File: config.mk
export PLATFORM = sky130hd
export DESIGN_NAME = hazard_scoreboard_unit
export DESIGN_NICKNAME = d
export VERILOG_FILES = /design/src/rtl/hazard_scoreboard_unit.sv
export SDC_FILE = /design/constraint.sdc
export NUM_CORES = 1
export LEC_CHECK = 0
export BUFFER_PORTS_ARGS = -buffer_cell sky130_fd_sc_hd__buf_2
export CORE_MARGIN = 2
export CORE_UTILIZATION = 30
export DETAILED_ROUTE_END_ITERATION = 8
export PLACE_DENSITY = 0.46
export SLEW_MARGIN = 20
export SYNTH_ARGS = -nofsm -noshare
export SYNTH_HDL_FRONTEND = slang
export SYNTH_SLANG_ARGS = --single-unit
File: constraint.sdc
create_clock -name clk_i -period 6.85 [get_ports clk_i]
set_clock_uncertainty 0.1 [all_clocks]
set_input_delay 1.0275 -clock clk_i [delete_from_list [all_inputs] [get_ports clk_i]]
set_output_delay 1.0275 -clock clk_i [all_outputs]
set_load 0.01 [all_outputs]
File: src/rtl/hazard_scoreboard_unit.sv
// hazard_scoreboard_unit
//   Per-register countdown scoreboard for the ID stage of a 5-stage RV32
//   pipeline. Each architectural register carries a counter loaded when a
//   producer issues. A consumer may proceed once that counter has drained far
//   enough: EX-stage consumers need cnt <= BR_EXTRA, and ID-stage branch
//   compares need cnt == 0. A taken redirect flushes IF/ID for BR_PENALTY
//   cycles.
//
// Ports
//   clk_i, rst_i                   clock, synchronous active-high reset
//   id_valid_i                     valid instruction in ID
//   id_rs1_i/id_rs2_i              source register indices
//   id_rs1_used_i/id_rs2_used_i    source is actually read
//   id_rd_i, id_regwrite_i         destination and its write enable
//   id_lat_i                       extra cycles a dependent EX consumer waits
//   id_is_branch_i                 operands are compared in ID
//   redirect_i                     taken control transfer resolved in ID
//   pc_write_o, if_id_write_o      PC / IF-ID write enables
//   if_id_flush_o                  turn IF/ID into a bubble
//   id_ex_ctrl_flush_o             zero ID/EX control (bubble into EX)
//   stall_count_o, flush_count_o   saturating performance counters
//
// state   | meaning
// --------+------------------------------------------------------------
// S_RUN   | normal operation, hazard checks active
// S_FLUSH | trailing redirect penalty cycles, ID contents ignored

module hazard_scoreboard_unit #(
  parameter int NREG       = 32,
  parameter int AW         = 5,
  parameter int CW         = 4,
  parameter int MAX_LAT    = 7,
  parameter int BR_EXTRA   = 2,
  parameter int BR_PENALTY = 1,
  parameter int PCW        = 16
) (
  input  logic           clk_i,
  input  logic           rst_i,
  input  logic           id_valid_i,
  input  logic [AW-1:0]  id_rs1_i,
  input  logic [AW-1:0]  id_rs2_i,
  input  logic           id_rs1_used_i,
  input  logic           id_rs2_used_i,
  input  logic [AW-1:0]  id_rd_i,
  input  logic           id_regwrite_i,
  input  logic [CW-1:0]  id_lat_i,
  input  logic           id_is_branch_i,
  input  logic           redirect_i,
  output logic           pc_write_o,
  output logic           if_id_write_o,
  output logic           if_id_flush_o,
  output logic           id_ex_ctrl_flush_o,
  output logic [PCW-1:0] stall_count_o,
  output logic [PCW-1:0] flush_count_o
);

  typedef enum logic {S_RUN, S_FLUSH} state_e;

  // BR_PENALTY is at most 4, so the flush counter never needs more than 2 bits.
  localparam int FLW = 2;
  localparam logic [CW-1:0]  BR_EXTRA_C = CW'(BR_EXTRA);
  localparam logic [CW-1:0]  MAX_LAT_C  = CW'(MAX_LAT);
  localparam logic [FLW-1:0] FL_INIT    = FLW'((BR_PENALTY > 1) ? BR_PENALTY - 2 : 0);

  state_e         state_q, state_d;
  logic [FLW-1:0] fl_q, fl_d;
  logic [CW-1:0]  cnt_q [NREG];
  logic [CW-1:0]  cnt_d [NREG];
  logic [PCW-1:0] stall_cnt_q, stall_cnt_d;
  logic [PCW-1:0] flush_cnt_q, flush_cnt_d;

  logic [CW-1:0]  lat_clamped;
  logic [CW-1:0]  issue_val;
  logic           rs1_blocked, rs2_blocked, waw_blocked;
  logic           stall, issue;
  logic           pc_write, if_id_write, if_id_flush, id_ex_flush;

  // Hazard evaluation always reads the pre-update counters, so an instruction
  // with rd == rs1 is checked against the older producer.
  always_comb begin
    lat_clamped = (id_lat_i > MAX_LAT_C) ? MAX_LAT_C : id_lat_i;
    issue_val   = lat_clamped + BR_EXTRA_C;
    rs1_blocked = id_rs1_used_i &
                  (id_is_branch_i ? (cnt_q[id_rs1_i] != '0) : (cnt_q[id_rs1_i] > BR_EXTRA_C));
    rs2_blocked = id_rs2_used_i &
                  (id_is_branch_i ? (cnt_q[id_rs2_i] != '0) : (cnt_q[id_rs2_i] > BR_EXTRA_C));
    // An older slow write must land no later than the younger one.
    waw_blocked = id_regwrite_i & (id_rd_i != '0) & (cnt_q[id_rd_i] > issue_val);
    stall       = ~rst_i & id_valid_i & (state_q == S_RUN) &
                  (rs1_blocked | rs2_blocked | waw_blocked);
    issue       = ~rst_i & id_valid_i & (state_q == S_RUN) & ~stall;
  end

  always_comb begin
    state_d     = state_q;
    fl_d        = fl_q;
    pc_write    = 1'b1;
    if_id_write = 1'b1;
    if_id_flush = 1'b0;
    id_ex_flush = 1'b0;
    if (!rst_i) begin
      unique case (state_q)
        S_RUN: begin
          if (stall) begin
            pc_write    = 1'b0;
            if_id_write = 1'b0;
            id_ex_flush = 1'b1;
          end else if (redirect_i) begin
            if_id_flush = 1'b1;
            if (BR_PENALTY > 1) begin
              state_d = S_FLUSH;
              fl_d    = FL_INIT;
            end
          end
        end
        S_FLUSH: begin
          if_id_flush = 1'b1;
          if (fl_q == '0) state_d = S_RUN;
          else            fl_d    = fl_q - FLW'(1);
        end
        default: state_d = S_RUN;
      endcase
    end
  end

  // x0 never holds a pending write; an issuing write overrides the decrement.
  always_comb begin
    cnt_d[0] = '0;
    for (int r = 1; r < NREG; r++) begin
      if (issue && id_regwrite_i && (id_rd_i == AW'(r)))
        cnt_d[r] = issue_val;
      else if (cnt_q[r] != '0)
        cnt_d[r] = cnt_q[r] - CW'(1);
      else
        cnt_d[r] = cnt_q[r];
    end
  end

  always_comb begin
    stall_cnt_d = stall_cnt_q;
    flush_cnt_d = flush_cnt_q;
    if (stall && (stall_cnt_q != '1))       stall_cnt_d = stall_cnt_q + PCW'(1);
    if (if_id_flush && (flush_cnt_q != '1)) flush_cnt_d = flush_cnt_q + PCW'(1);
  end

  always_ff @(posedge clk_i) begin
    if (rst_i) begin
      state_q     <= S_RUN;
      fl_q        <= '0;
      stall_cnt_q <= '0;
      flush_cnt_q <= '0;
      for (int r = 0; r < NREG; r++) cnt_q[r] <= '0;
    end else begin
      state_q     <= state_d;
      fl_q        <= fl_d;
      stall_cnt_q <= stall_cnt_d;
      flush_cnt_q <= flush_cnt_d;
      cnt_q       <= cnt_d;
    end
  end

  assign pc_write_o         = pc_write;
  assign if_id_write_o      = if_id_write;
  assign if_id_flush_o      = if_id_flush;
  assign id_ex_ctrl_flush_o = id_ex_flush;
  assign stall_count_o      = stall_cnt_q;
  assign flush_count_o      = flush_cnt_q;

endmodule

# Word-level counts from Yosys, hierarchy flattened
# Index checks and enable logic that the tools add are counted.
# W data, S select, Z words.
[word_totals]
ff_bits = 163
in_bits = 27
output_inout_bits = 36
word_cells = 315
[op_classes]
addsub = 35
n_lt_le_gt_ge = 7
n_eq_ne = 33
mux = 85
n_bitwise = 17
n_reduce_logical = 102
[op_table]
columns = ["op", "count"]
rows = [
  ["$mux W4", 69],
  ["$reduce_bool A4 Y1", 33],
  ["$sub A4 B1 Y4 const B", 31],
  ["$eq A5 B5 Y1 const B", 16],
  ["$reduce_bool A2 Y1", 31],
  ["$bmux W4 S5", 3],
  ["$eq A5 B4 Y1 const B", 8],
  ["$logic_and A1 B1 Y1", 34],
  ["$add A16 B1 Y16 const B", 2],
  ["$ne A16 B16 Y1 const B", 2],
  ["$eq A5 B3 Y1 const B", 4],
  ["$ge A6 B6 Y1 const B", 3],
  ["$not A5 Y6", 3],
  ["$mux W1", 12],
  ["$eq A5 B2 Y1 const B", 2],
  ["$and A1 B1 Y1", 8],
  ["$gt A4 B2 Y1 const B", 2],
  ["$eq A5 B1 Y1 const B", 1],
  ["$reduce_bool A5 Y1", 1],
  ["$add A4 B2 Y4 const B", 1],
  ["$gt A4 B3 Y1 const B", 1],
  ["$gt A4 B4 Y1", 1],
  ["$not A1 Y1", 4],
  ["$logic_not A2 Y1", 1],
  ["5 further kinds", 6],
]

# Logic depth before layout (Yosys ltp)
# Gate-level depths: netlist (run 1).
[depth]
word_depth = 15
ltp_mapped = 21
depth_no_buf = 16

# Worst setup path before layout (run 1)
# Ideal clock, no wire load.
[synth_timing]
path_kind = "input port to output port"
startpoint = "input port id_rd_i[0]"
endpoint = "output port pc_write_o"
arrival_time_ns = 5.362
required_time_ns = 5.722
slack_ns = 0.361
cell_stages = 18
path_buffers = 6
path_cell_list = "buf_1 buf_1 mux4_2 mux4_2 mux2_2 ha_1 nor2b_1 o21ai_0 nand2b_1 a21oi_1 nor3_1 a211oi_4 buf_6 buf_4 buf_2 nor2_1 inv_1 buf_4"
[synth_via]
elab_chain_len = 11
word_cells_on_any_way = 13
classes_between = "1 x order compare; 6 x mux; 5 x bitwise; 1 x reduce/logical"
[synth_lines]
columns = ["element", "line_no", "rtl"]
rows = [
  ["from (decl)", "44", "input logic [AW-1:0] id_rd_i,"],
  ["$not A5 Y6 (implied by the code)", "88", "waw_blocked = id_regwrite_i & (id_rd_i != '0) & (cnt_q[id_rd_i] > issue_val);"],
  ["$bmux W4 S5", "88", ""],
  ["$mux W4 (implied by the code) (2 in a row)", "88", ""],
  ["$gt A4 B4 Y1", "88", ""],
  ["$and A1 B1 Y1 (*)", "88", ""],
  ["$or A1 B1 Y1 (*)", "90", "(rs1_blocked | rs2_blocked | waw_blocked);"],
  ["$and A1 B1 Y1 (*)", "89", "stall = ~rst_i & id_valid_i & (state_q == S_RUN) &"],
  ["$mux W1 (*) (3 in a row)", "n/a", ""],
  ["to (decl)", "49", "output logic pc_write_o,"],
]
# Mark *: on every way between the ends. The rest lies on a longest branch, timed or not. The select of a mux whose other input is x is not followed.

# Worst setup path in the final report (run 1)
[layout_timing]
startpoint = "input port id_rd_i[0]"
endpoint = "output port if_id_flush_o"
[layout_via]
elab_chain_len = 11
word_cells_on_any_way = 13
classes_between = "1 x order compare; 6 x mux; 5 x bitwise; 1 x reduce/logical"
[layout_lines]
columns = ["element", "line_no", "rtl"]
rows = [
  ["$not A5 Y6 (implied by the code)", "88", ""],
  ["$bmux W4 S5", "88", ""],
  ["$mux W4 (implied by the code) (2 in a row)", "88", ""],
  ["$gt A4 B4 Y1", "88", ""],
  ["$and A1 B1 Y1 (*)", "88", ""],
  ["$or A1 B1 Y1 (*)", "90", ""],
  ["$and A1 B1 Y1 (*)", "89", ""],
  ["$mux W1 (*)", "104", "if (stall) begin"],
  ["$pmux W1 S2 (*)", "102", "unique case (state_q)"],
  ["$mux W1 (*)", "101", "if (!rst_i) begin"],
  ["to (decl)", "51", "output logic if_id_flush_o,"],
]
# Marks and branches as above.

==> results of run 1 <==
## registers in the layout (all words and copies together), names as in the netlist
name,cells
cnt_q,124
flush_count_o,16
stall_count_o,16
fl_q,2
state_q,1
## routing by layer
metal  vias up  track usage, %  part of all wire [%]
li1       4835               -                     -
met1      4878            25.9                    48
met2       282            28.6                    45
met3        42            3.76                   5.3
met4         4            4.77                   1.7
met5         -               0                 0.059
## cell families (layout without fill, tap and decap cells)
group	Yosys count	in the layout	synth area share, %
flip-flops	159	159	26.8
multiplexers	182	182	23.7
AO/OA/AOI/OAI	203	203	10.8
buffers and inverters	160	192	5.69
XOR/XNOR	61	61	4.50
adder cells (fa/ha/maj)	73	73	7.65
AND/OR/NAND/NOR	484	484	20.8
## synth_stat cells (8+ instances only)
cell type  number  area [µm²]
nor2_1        198         743
dfxtp_1       159        3180
a21oi_1        93         465
mux2i_1        85         851
inv_1          83         312
mux4_2         77        1730
ha_1           70         876
nand2_1        60         225
clkbuf_1       46         173
nand3_1        44         220
a211oi_1       40         300
nor3_1         38         190
or3_1          38         238
xnor2_1        35         307
nand4_1        27         169
xor2_1         26         228
o21ai_0        21         105
mux2_2         20         225
and3_1         18         113
nor2b_1        16         100
o31ai_1        13        97.6
buf_2          11        55.1
buf_1           8        30.0
o21a_1          8        60.1
## critical path, stage by stage
cell	delay (ps)
buf_2	700
buf_4	330
mux4_2	520
mux4_2	470
mux2_2	290
ha_1	290
o21ai_0	80
nand2b_1	70
a21oi_1	140
nor3_1	90
a211oi_4	470
o21ai_0	170
a21oi_1	160
buf_2	150
## worst max-delay path by stage
stage	cells past startpoint	end	slack, ps
floorplan	18	pc_write_o	360
global placement	15	flush_count_o[9]	610
detailed placement	15	flush_count_o[9]	540
CTS	14	if_id_flush_o	650
global route	14	if_id_flush_o	370
finish	14	if_id_flush_o	720
## final cells by class
cell class                      count  area (µm²)  area share (%)
Clock inverter                     11         139            1.05
Tap cell                          518         648            4.92
Multi-Input combinational cell   1003        8010            60.8
Clock buffer                       21         460            3.49
Timing Repair Buffer               74         415            3.15
Inverter                           86         323            2.45
Sequential cell                   159        3180            24.2
## metrics by stage
| step | util (%) | instance area [µm²] |
|---|---|---|
| 2_1_floorplan | - | 11900 |
| 3_3_place_gp | 32.4 | 12600 |
| 3_5_place_dp | 32.4 | 12600 |
| 4_1_cts | 33.9 | 13200 |
| 5_1_grt | 33.9 | 13200 |
| 6_report | 33.9 | 13200 |
## power by group through the flow
| stage | Sequential (mW) | Clock (mW) | Combinational, mW |
|---|---|---|---|
| floorplan | 1.50 | 0 | 2.35 |
| global placement | 1.73 | 0 | 2.76 |
| detailed placement | 1.72 | 0 | 2.80 |
| CTS | 1.70 | 1.03 | 2.82 |
| global route | 1.76 | 1.07 | 3.20 |
| finish | 1.71 | 1.00 | 2.82 |
==> impl_metrics.yaml, run 1 <==
setup_path:
  cp.arrival_ps: 5000
  r2r_setup_slack_ps: 2130
  critical_path.max_fanout: 28
  start_kind: "input pin"
  end_kind: "primary output"
  rr_startpoint: "cnt_q[61]"
  cp.required_ps: 5720
  r2r_cells: 14
  startpoint: "id_rd_i[0]"
  crit_type: "in -> out"
  r2r-end: "flush_count_o[7]"
clock_tree:
  ctsHtreeMaxLevel: 4
  postCtsHoldBufs: 0
  cts_tree: "yes"
  post_cts_buffers: 0
  clk-insertion-delay-late_ps: 450
  clkSinkCount: 159
  cts_resized: 0
  cts.path.max_buffers: 2
  cts-root-buf: "clkbuf_16"
  cts_made_buffers: 17
  path_clk_slew_ps: 60
sta:
  final_hold_viol_count: 0
  fin_hold_ws_ps: 385
  tightest_slew_ps: 1120
  fin_crit_sh_pct: 89.5
  tns_ps: 0
  report.final.slew_viol_count: 0
  timing.final.crit_period_ps: 6130
  worst_slack_ps: 720
  rsz0062_at_grt: "false"
  fmax_ghz: 0.163
  setup_viol: 0
  relSlewSlack_pct: 25.2
place:
  dp.cells: 1840
  portBuffers: 62
  gp_congestion: 0.865
  detailedPlace.worstSlack_ps: 543
  post-dp-hpwl_um: 26000
floorplan:
  rows: 72
  core_um2: 38800
  io_pins: 63
  fp.dieArea_um2: 41100
  die_h_um: 203
  die_x_um: 203
  start_util_pct: 30.5
global_route:
  antenna_found_initial: 2
  grt_pass1_vias: 9619
  grt_overflow_total: 0
  grt_max_degree: 84
  grt_use_total_pct: 18.4
  grt_pass1_wl_um: 58000
synth:
  synthFlopType: "dfxtp_1"
  yosysSeqAreaShare_pct: 26.8
  synth_edf_count: 0
  synth_cell_types: 64
  synth-async-reset-ratio_pct: 0
  syn_inst: 1322
  synth-warning-count: 0
  syn_area_per_cell_um2: 8.97
  synth_area_um2: 11900
  ys_seq_elements: 159
  synth_fp_nets: 1419
layout:
  instances_no_fill: 1872
  antenna_cells: 0
  fill_cells: 3968
  nets: 1438
  drive_gt1_share_pct: 16.7
  mostFrequentLayoutCell: "nor2_1"
  final_cell_mix: "nor2_1, dfxtp_1, a21oi_1, mux2i_1, inv_1"
  syn_to_final_growth_pct: 11.1
routing:
  drtPass1Iterations: 5
  wl_per_cell_um: 19.8
  drt_iter0_drc: 731
  ant_nets: 0
  vias: 10000
  route.detailed.drc: 0
  via_per_inst: 5.36
  wl_um: 37100
power:
  p_per_area_nw_per_um2: 420
  ir_drop_uv: 201
  p_leak_nw: 5.75
  p_total_mw: 5.53
  intPower_mw: 3.21
  seq_power_share_pct: 31.0
  p_sw_mw: 2.32
  clock_power_share_pct: 18.1
  swShare_pct: 42.0
  p_comb_share_pct: 51.0
worst_hold_path:
  hold_depth: 1
  worstHoldStart: "stall_count_o[6]"
  hold_end: "stall_count_o[6]"
  hp-class: "reg -> reg"
run_status:
  status: "complete, no violations"
run:
  max_cap_violations: 0
No activity file was read; power rests on OpenSTA's default activity.
==> run 2, diff against run 1 <==
- REMOVE_ABC_BUFFERS: default -> 1
==> run 2 against run 1 <==
Against the previous run:
- sequential power about the same
- power increased by 0.48%
- via count down 0.58%
- non-clock buffer count increased by 2
- flip-flop and latch count did not move
- register-to-register slack gained 260 ps
- critical path depth is the same
- critical endpoint unchanged
==> impl_metrics.yaml, run 2 (synthesis gave the netlist of run 1 again) <==
place:
  post-dp-hpwl_um: 25800
  dp.cells: 1842
  portBuffers: 62
  detailedPlace.worstSlack_ps: 731
  gp_congestion: 0.827
power:
  seq_power_share_pct: 30.5
  p_leak_nw: 5.76
  swShare_pct: 42.3
  p_per_area_nw_per_um2: 421
  p_sw_mw: 2.35
  clock_power_share_pct: 18.3
  ir_drop_uv: 185
  p_comb_share_pct: 51.2
  intPower_mw: 3.21
floorplan:
  start_util_pct: 30.5
  fp.dieArea_um2: 41100
  core_um2: 38800
  rows: 72
  die_x_um: 203
  io_pins: 63
  die_h_um: 203
sta:
  relSlewSlack_pct: 27.3
  report.final.slew_viol_count: 0
  worst_slack_ps: 706
  timing.final.crit_period_ps: 6140
  final_hold_viol_count: 0
  tightest_slew_ps: 1090
  fmax_ghz: 0.163
  setup_viol: 0
  tns_ps: 0
  fin_crit_sh_pct: 89.7
  fin_hold_ws_ps: 385
  rsz0062_at_grt: "false"
setup_path:
  max_stage_delay_ps: 730
  cp_cell_sequence: "buf_2 > buf_4 > mux4_2 > mux4_2 > mux2_2 > ha_1 > o21ai_0 > nand2b_1 > a21oi_1 > nor3_1 > a211oi_4 > o21ai_0 > a21oi_1 > buf_2"
  start_kind: "input pin"
  end_kind: "primary output"
  cp.required_ps: 5720
  rr_startpoint: "cnt_q[53]"
  cp.arrival_ps: 5020
  critical_path.max_fanout: 26
  slowest_stage: "buf_2"
  startpoint: "id_rd_i[0]"
  critPathBufInv: 3
  crit_family: "multiplexers"
  crit_type: "in -> out"
routing:
  drt_iter0_drc: 613
  wl_um: 37300
  wl_met3_um: 1660
  wl_met2_um: 16900
  routedLengthMet1_um: 17900
  vias: 9983
  maxUsedRoutingLayer: "met4"
  route.detailed.drc: 0
  drtPass1Iterations: 5
  via_per_inst: 5.33
  wl_per_cell_um: 19.9
  ant_nets: 0
run_status:
  status: "complete, no violations"
layout:
  multi_input_area_um2: 8010
  instances_no_fill: 1874
  fill_cells: 4053
  antenna_cells: 0
  max_flop_register: "cnt_q"
  largest_reg_flops: 124
  regArea_um2: 3180
  nets: 1440
  drive_gt1_share_pct: 16.9
  syn_to_final_growth_pct: 11.3
  mostFrequentLayoutCell: "nor2_1"
  final_cell_mix: "nor2_1, dfxtp_1, a21oi_1, mux2i_1, inv_1"
clock_tree:
  post_cts_buffers: 0
  cts_tree: "yes"
  cts_made_buffers: 17
  ctsHtreeMaxLevel: 4
  cts.path.max_buffers: 2
  cts_resized: 0
  clk-insertion-delay-late_ps: 440
  cts-root-buf: "clkbuf_16"
  clkSinkCount: 159
  postCtsHoldBufs: 0
  path_clk_slew_ps: 60
worst_hold_path:
  hp-class: "reg -> reg"
  worstHoldStart: "stall_count_o[6]"
global_route:
  grt_pass1_wl_um: 58200
  grt_max_degree: 76
  grt_overflow_total: 0
  grt_use_total_pct: 18.5
  antenna_found_initial: 0
  grt_pass1_vias: 9635
run:
  max_cap_violations: 0
## run 2: through the flow
step / utilization [%] / cell area, µm² / power (mW)
6_report: 34.0 / 13200 / 5.56
5_1_grt: 34.0 / 13200 / 6.04
4_1_cts: 34.0 / 13200 / 5.58
3_5_place_dp: 32.4 / 12600 / 4.53
3_3_place_gp: 32.4 / 12600 / 4.49
2_1_floorplan: - / 11500 / 3.78
## run 2: metal layers
metal  up-vias  track usage, %
met5         -               0
met4         0            5.32
met3        38            2.84
met2       243            29.3
met1      4869            26.0
li1       4833               -
## run 2: power by group through the flow
stage               registers, mW  logic, mW  clock network, mW
finish                       1.70       2.84               1.02
floorplan                    1.50       2.28                  0
CTS                          1.69       2.84               1.05
global placement             1.71       2.78                  0
global route                 1.74       3.23               1.08
detailed placement           1.71       2.82                  0
## run 2: path summary, 6_finish.rpt
kind	endpoint	slack, ps	cells past startpoint
max	if_id_flush_o	710	14
min	stall_count_o[6]	390	1
max reg2reg	flush_count_o[7]	2390	14
min reg2reg	stall_count_o[6]	390	1
## run 2: area by class of cell
class	count	share of cell area, %
clock inverters	13	1.24
repair buffers	76	3.26
well taps	518	4.91
inverters	86	2.45
clock buffers	19	3.36
multi-input cells	1003	60.7
flip-flops and latches	159	24.1
## run 2: worst register-to-register path, stage by stage, from the launching register on
cell and delay, ps:
dfxtp_1 410, mux4_2 510, mux4_2 470, mux2_2 280
ha_1 280, nor2b_1 130, o21ai_0 160, nand2b_1 70
a21oi_1 140, nor3_1 90, a211oi_4 430, buf_4 240
o221ai_2 350, or4_1 600, a21oi_1 140
